<file path="config.mk">
export PLATFORM = sky130hd
export DESIGN_NAME = fwd_hazard_ctrl
export DESIGN_NICKNAME = d
export VERILOG_FILES = /design/src/rtl/fwd_hazard_ctrl.sv
export SDC_FILE = /design/constraint.sdc
export NUM_CORES = 1
export LEC_CHECK = 0
export ABC_AREA = 1
export CORE_MARGIN = 4
export CORE_UTILIZATION = 25
export CTS_CLUSTER_DIAMETER = 150
export DETAILED_ROUTE_END_ITERATION = 8
export PLACE_DENSITY = 0.67
export SYNTH_ARGS = -nofsm -noshare
export SYNTH_HDL_FRONTEND = slang
export SYNTH_SLANG_ARGS = --single-unit
export TNS_END_PERCENT = 10
</file>
<file path="constraint.sdc">
create_clock -name clk -period 1.13 [get_ports clk]
set_input_delay 0.113 -clock clk [delete_from_list [all_inputs] [get_ports clk]]
set_output_delay 0.113 -clock clk [all_outputs]
set_load 0.02 [all_outputs]
</file>
<file path="src/rtl/fwd_hazard_ctrl.sv">
// Forwarding-select and load-use stall controller for the 5-stage pipeline.
// Optional statistics counters are built only when FWD_STATS_EN is defined.
module fwd_hazard_ctrl #(
  parameter int REG_AW   = 5,
  parameter int LOAD_LAT = 1,
  parameter int STAT_W   = 16
) (
  input  logic              clk,
  input  logic              rst,
  input  logic              id_valid,
  input  logic [REG_AW-1:0] id_rs,
  input  logic [REG_AW-1:0] id_rt,
  input  logic              id_use_rt,
  input  logic [REG_AW-1:0] id_rd,
  input  logic              id_reg_write,
  input  logic              id_mem_read,
  input  logic              flush,
  output logic              stall,
  output logic [1:0]        sel_a,
  output logic [1:0]        sel_b,
  output logic              fwd_b,
  output logic [STAT_W-1:0] stall_cnt,
  output logic [STAT_W-1:0] fwd_cnt
);

  localparam int            CW       = (LOAD_LAT > 1) ? $clog2(LOAD_LAT) : 1;
  localparam logic [CW-1:0] CNT_LOAD = CW'(LOAD_LAT - 1);
  localparam logic [1:0]    SEL_RF   = 2'b00;
  localparam logic [1:0]    SEL_WB   = 2'b01;
  localparam logic [1:0]    SEL_MEM  = 2'b10;

  typedef struct packed {
    logic              valid;
    logic [REG_AW-1:0] rd;
    logic              reg_write;
    logic              mem_read;
  } tag_t;

  function automatic logic writes(input tag_t t, input logic [REG_AW-1:0] r);
    return t.valid && t.reg_write && (t.rd == r) && (r != '0);
  endfunction

  // The WB-stage tag is not kept: the regfile writes before ID reads, so it never forwards.
  tag_t          ex_q, mem_q, ex_d;
  logic [CW-1:0] cnt_q;
  logic          ex_hit_a, ex_hit_b, mem_hit_a, mem_hit_b;
  logic          hazard, transfer;
  logic [1:0]    sel_a_d, sel_b_d;

  always_comb begin
    ex_hit_a  = writes(ex_q, id_rs);
    ex_hit_b  = id_use_rt && writes(ex_q, id_rt);
    mem_hit_a = writes(mem_q, id_rs);
    mem_hit_b = id_use_rt && writes(mem_q, id_rt);
    hazard    = id_valid && !flush && ex_q.mem_read && (ex_hit_a || ex_hit_b);
    stall     = hazard || (cnt_q != '0);
    transfer  = id_valid && !flush && !stall;
    ex_d      = transfer ? {id_valid, id_rd, id_reg_write, id_mem_read} : '0;
    sel_a_d   = SEL_RF;
    sel_b_d   = SEL_RF;
    if (transfer) begin
      if (ex_hit_a && !ex_q.mem_read) sel_a_d = SEL_MEM;
      else if (mem_hit_a)             sel_a_d = SEL_WB;
      if (ex_hit_b && !ex_q.mem_read) sel_b_d = SEL_MEM;
      else if (mem_hit_b)             sel_b_d = SEL_WB;
    end
  end

  // Down-counter holds the remaining load-latency stall cycles after the first.
  always_ff @(posedge clk or posedge rst) begin
    if (rst)                cnt_q <= '0;
    else if (flush)         cnt_q <= '0;
    else if (cnt_q != '0)   cnt_q <= cnt_q - CW'(1);
    else if (hazard)        cnt_q <= CNT_LOAD;
  end

  always_ff @(posedge clk or posedge rst) begin
    if (rst) begin
      ex_q  <= '0;
      mem_q <= '0;
      sel_a <= SEL_RF;
      sel_b <= SEL_RF;
    end else begin
      mem_q <= ex_q;
      ex_q  <= ex_d;
      sel_a <= sel_a_d;
      sel_b <= sel_b_d;
    end
  end

  assign fwd_b = (sel_b != SEL_RF);

`ifdef FWD_STATS_EN
  localparam logic [STAT_W-1:0] STAT_MAX = '1;
  logic [STAT_W-1:0] stall_cnt_q, fwd_cnt_q;
  logic [1:0]        fwd_inc;
  logic [STAT_W:0]   fwd_sum;

  always_comb begin
    fwd_inc = {1'b0, sel_a_d != SEL_RF} + {1'b0, sel_b_d != SEL_RF};
    fwd_sum = {1'b0, fwd_cnt_q} + {{(STAT_W-1){1'b0}}, fwd_inc};
  end

  always_ff @(posedge clk or posedge rst) begin
    if (rst) begin
      stall_cnt_q <= '0;
      fwd_cnt_q   <= '0;
    end else begin
      if (stall && (stall_cnt_q != STAT_MAX)) stall_cnt_q <= stall_cnt_q + STAT_W'(1);
      fwd_cnt_q <= fwd_sum[STAT_W] ? STAT_MAX : fwd_sum[STAT_W-1:0];
    end
  end

  assign stall_cnt = stall_cnt_q;
  assign fwd_cnt   = fwd_cnt_q;
`else
  assign stall_cnt = '0;
  assign fwd_cnt   = '0;
`endif

endmodule

</file>
==> flow_metrics.env, run 1 <==
export IMPL_status="finished, violations left"
export IMPL_violations="setup timing"
export IMPL_regArea_um2=477
export IMPL_crit_family="simple AND/OR/NAND/NOR gates"
export IMPL_drv_slew=0
export IMPL_clock_latency_ns=0.25
export IMPL_dr_pass1_iters=4
export IMPL_crit_end="stall"
export IMPL_crit_path_end_kind="output port"
export IMPL_grt_setup_unrepaired="yes"
export IMPL_dp_slack_ns=-0.869
export IMPL_cp_num_buf_inv=3
export IMPL_final_hold_viol_count=0
export IMPL_r2r_slack_ns=-0.26
export IMPL_cts_buffers=3
export IMPL_layout_drive_gt1_share_pct=14.3
export IMPL_multi_input_area_um2=546
export IMPL_cp_arrival_ns=1.41
export IMPL_finClkSkew_ns=0.00150
export IMPL_die_w_um=78.2
export IMPL_drc=0
export IMPL_hp_class="input port to async pin"
export IMPL_vias_per_cell=3.56
export IMPL_core_rowCount=25
export IMPL_startpoint="ex_q[4]$_DFF_PP0_"
export IMPL_avgSynthCellArea_um2=7.39
export IMPL_drt_iter0_drc=38
export IMPL_p_leak_nw=0.884
export IMPL_syn_cell_area_um2=1230
export IMPL_reg2reg_from="ex_q[4]$_DFF_PP0_"
export IMPL_layout_min_cycle_time_ns=1.52
export IMPL_critPathLaunchType="flop"
export IMPL_initial_core_util_pct=25.9
export IMPL_clk_pin_slew_ns=0.07
export IMPL_crit_chain="inv_2, nand2_1, nand2_1, nand2_1, nor2_2, nand2_1, nand2_1, nand2_2, inv_2, buf_6"
export IMPL_grt_first_pass_wirelength_um=3780
export IMPL_core_um2=4750
export IMPL_die_area_um2=6120
export IMPL_io_pins=60
export IMPL_syn_to_final_growth_pct=31.4
export IMPL_rr_worst_depth=11
export IMPL_max_vdd_ir_drop_uv=721
export IMPL_place_inst=273
export IMPL_diodes=0
export IMPL_max_freq_mhz=656
export IMPL_crit_type="flop to output port"
export IMPL_worstPathMaxFanout=4
export IMPL_wire_per_inst_um=8.68
export IMPL_path_common_cell="nand2_1"
export IMPL_hold_buffers=0
export IMPL_cap_violations=0
export IMPL_netlist_instances=167
export IMPL_grt_pass1_vias=856
export IMPL_layout_cells_non_filler=277
export IMPL_fillers=526
export IMPL_cts_root_buf="clkbuf_8"
export IMPL_wirelength_um=2410
export IMPL_synth_warnings=0
export IMPL_ys_seq_area_share_pct=38.5
export IMPL_grtUsageTotal_pct=7.91
export IMPL_cts_max_level=1
export IMPL_nets=233
export IMPL_port_buffers=27
export IMPL_final_core_util_pct=34.1
export IMPL_setup_viol=13
export IMPL_die_h_um=78.2
export IMPL_synth_distinct_cells=18
export IMPL_ant_nets=0
export IMPL_postLayoutSetupSlackWorst_ns=-0.394
export IMPL_cts_tree="yes"
export IMPL_worstPathRequired_ns=1.02
export IMPL_slowest_delay_ns=0.44
export IMPL_grt_start_max_net_pins=20
export IMPL_crit_path_top_delay_cell="dfrtp_2"
export IMPL_num_vias=986
export IMPL_clock_sinks=19
export IMPL_dp_hpwl_um=2020
export IMPL_antenna_found_initial=0
export IMPL_gp_congestion=0.839
export IMPL_crit_cells=10
export IMPL_finalPower_mw=1.53
export IMPL_fin_crit_sh_pct=135
export IMPL_overflow=0
export IMPL_reg2reg_to="sel_a[0]$_DFF_PP0_"
export IMPL_max_clock_path_buffers=2
export IMPL_power_density_nw_per_um2=941
export IMPL_whs_ns=0.167
export IMPL_synth_seq_cells=19
flip-flops by register name (all words and copies together), names as in the netlist:
register	flops
mem_q	7
sel_a	2
sel_b	2
ex_q	8
kinds of logic (layout without fill, tap and decap cells):
logic type | Yosys count | in the layout | synth area share, %
AND/OR/NAND/NOR | 70 | 70 | 23.5
buffers and inverters | 61 | 73 | 28.3
flip-flops | 19 | 19 | 38.5
XOR/XNOR | 9 | 9 | 6.39
AO/OA/AOI/OAI | 7 | 7 | 2.94
other | 1 | 32 | 0.304
through the flow:
stage | area, um2 | setup TNS [ns]
after global routing | 1620 | -4.80
final | 1620 | -3.09
after floorplan | 1350 | -0.0234
after CTS | 1620 | -3.26
after detailed placement | 1560 | -6.95
after global placement | 1560 | -6.53
placed cells by master (no fill, tap or decap), types with 2 or more instances in the layout:
cell	instances
a21oi_1	2
buf_4	14
clkbuf_8	3
clkdlybuf4s50_1	21
conb_1	32
dfrtp_1	18
dlygate4sd2_1	3
inv_1	26
inv_2	3
nand2_1	36
nand3_1	5
nor2_1	21
o21ai_0	3
xnor2_1	4
xor2_1	5
where the power goes:
| part | total (mW) | internal [mW] | switching [mW] |
|---|---|---|---|
| Combinational | 0.331 | 0.130 | 0.201 |
| Clock | 0.476 | 0.248 | 0.228 |
| Sequential | 0.718 | 0.701 | 0.0168 |
| Total | 1.53 | 1.08 | 0.446 |
repair_timing:
item                       CTS  global route
pin swaps                    2             4
setup buffers                0             0
gates resized for setup     18             4
setup endpoints to repair   18            14
cells in the mapped netlist:
master | number | share of area (%)
inv_1 | 29 | 8.8
buf_4 | 32 | 19
or2_2 | 1 | 0.51
or2_0 | 1 | 0.51
nor3_1 | 2 | 0.81
nand2_4 | 1 | 0.91
a21oi_1 | 3 | 1.2
nand2_1 | 36 | 11
nor3b_1 | 1 | 0.61
xor2_1 | 5 | 3.5
dfrtp_1 | 19 | 39
o21ai_0 | 3 | 1.2
xnor2_1 | 4 | 2.8
o22ai_1 | 1 | 0.51
nor2_1 | 22 | 6.7
nand2_2 | 1 | 0.51
conb_1 | 1 | 0.30
nand3_1 | 5 | 2.0
worst register-to-register path, stage by stage, from the launching register on:
cell and delay, ns:
dfrtp_2 0.44, inv_2 0.07, nand2_1 0.05, nand2_1 0.06, nand2_1 0.07, nor2_2 0.11
nand2_1 0.07, nand2_1 0.08, nand2_2 0.06, buf_4 0.15, nand2_8 0.09, nor2_1 0.05
layer usage:
| metal | wire [um] | GRT usage [%] | vias to the layer above | share of wire, % |
|---|---|---|---|---|
| met5 | 0 | 0 | - | 0 |
| met4 | 11 | 1.57 | 0 | 0.46 |
| met3 | 204 | 2.98 | 2 | 8.5 |
| met2 | 1240 | 14.4 | 43 | 52 |
| met1 | 949 | 8.78 | 432 | 39 |
| li1 | - | - | 509 | - |
how the worst min path moves through the flow:
| stage | from | to | slack (ns) | cells past startpoint |
|---|---|---|---|---|
| 2_1_floorplan | rst | ex_q[0]$_DFF_PP0_ | 0.06 | 1 |
| 3_3_place_gp | ex_q[7]$_DFF_PP0_ | mem_q[7]$_DFF_PP0_ | 0.36 | 0 |
| 3_5_place_dp | ex_q[7]$_DFF_PP0_ | mem_q[7]$_DFF_PP0_ | 0.36 | 0 |
| 4_1_cts | rst | ex_q[0]$_DFF_PP0_ | 0.17 | 3 |
| 5_1_grt | rst | ex_q[0]$_DFF_PP0_ | 0.19 | 3 |
| 6_report | rst | ex_q[0]$_DFF_PP0_ | 0.17 | 3 |
area by class of cell:
class / count / share of cell area (%)
Clock buffer: 3 / 2.55
Clock inverter: 1 / 0.463
Inverter: 29 / 6.71
Multi-Input combinational cell: 118 / 33.6
Sequential cell: 19 / 29.4
Tap cell: 67 / 5.17
Timing Repair Buffer: 40 / 22.1
Note: power is estimated with default switching activity, not from simulation.
==> run 2: changes to the inputs <==
- CTS_CLUSTER_DIAMETER: 150 -> not set
==> results of run 2 <==
Same layout as run 1: the final DEF is identical, and so are final timing and power.
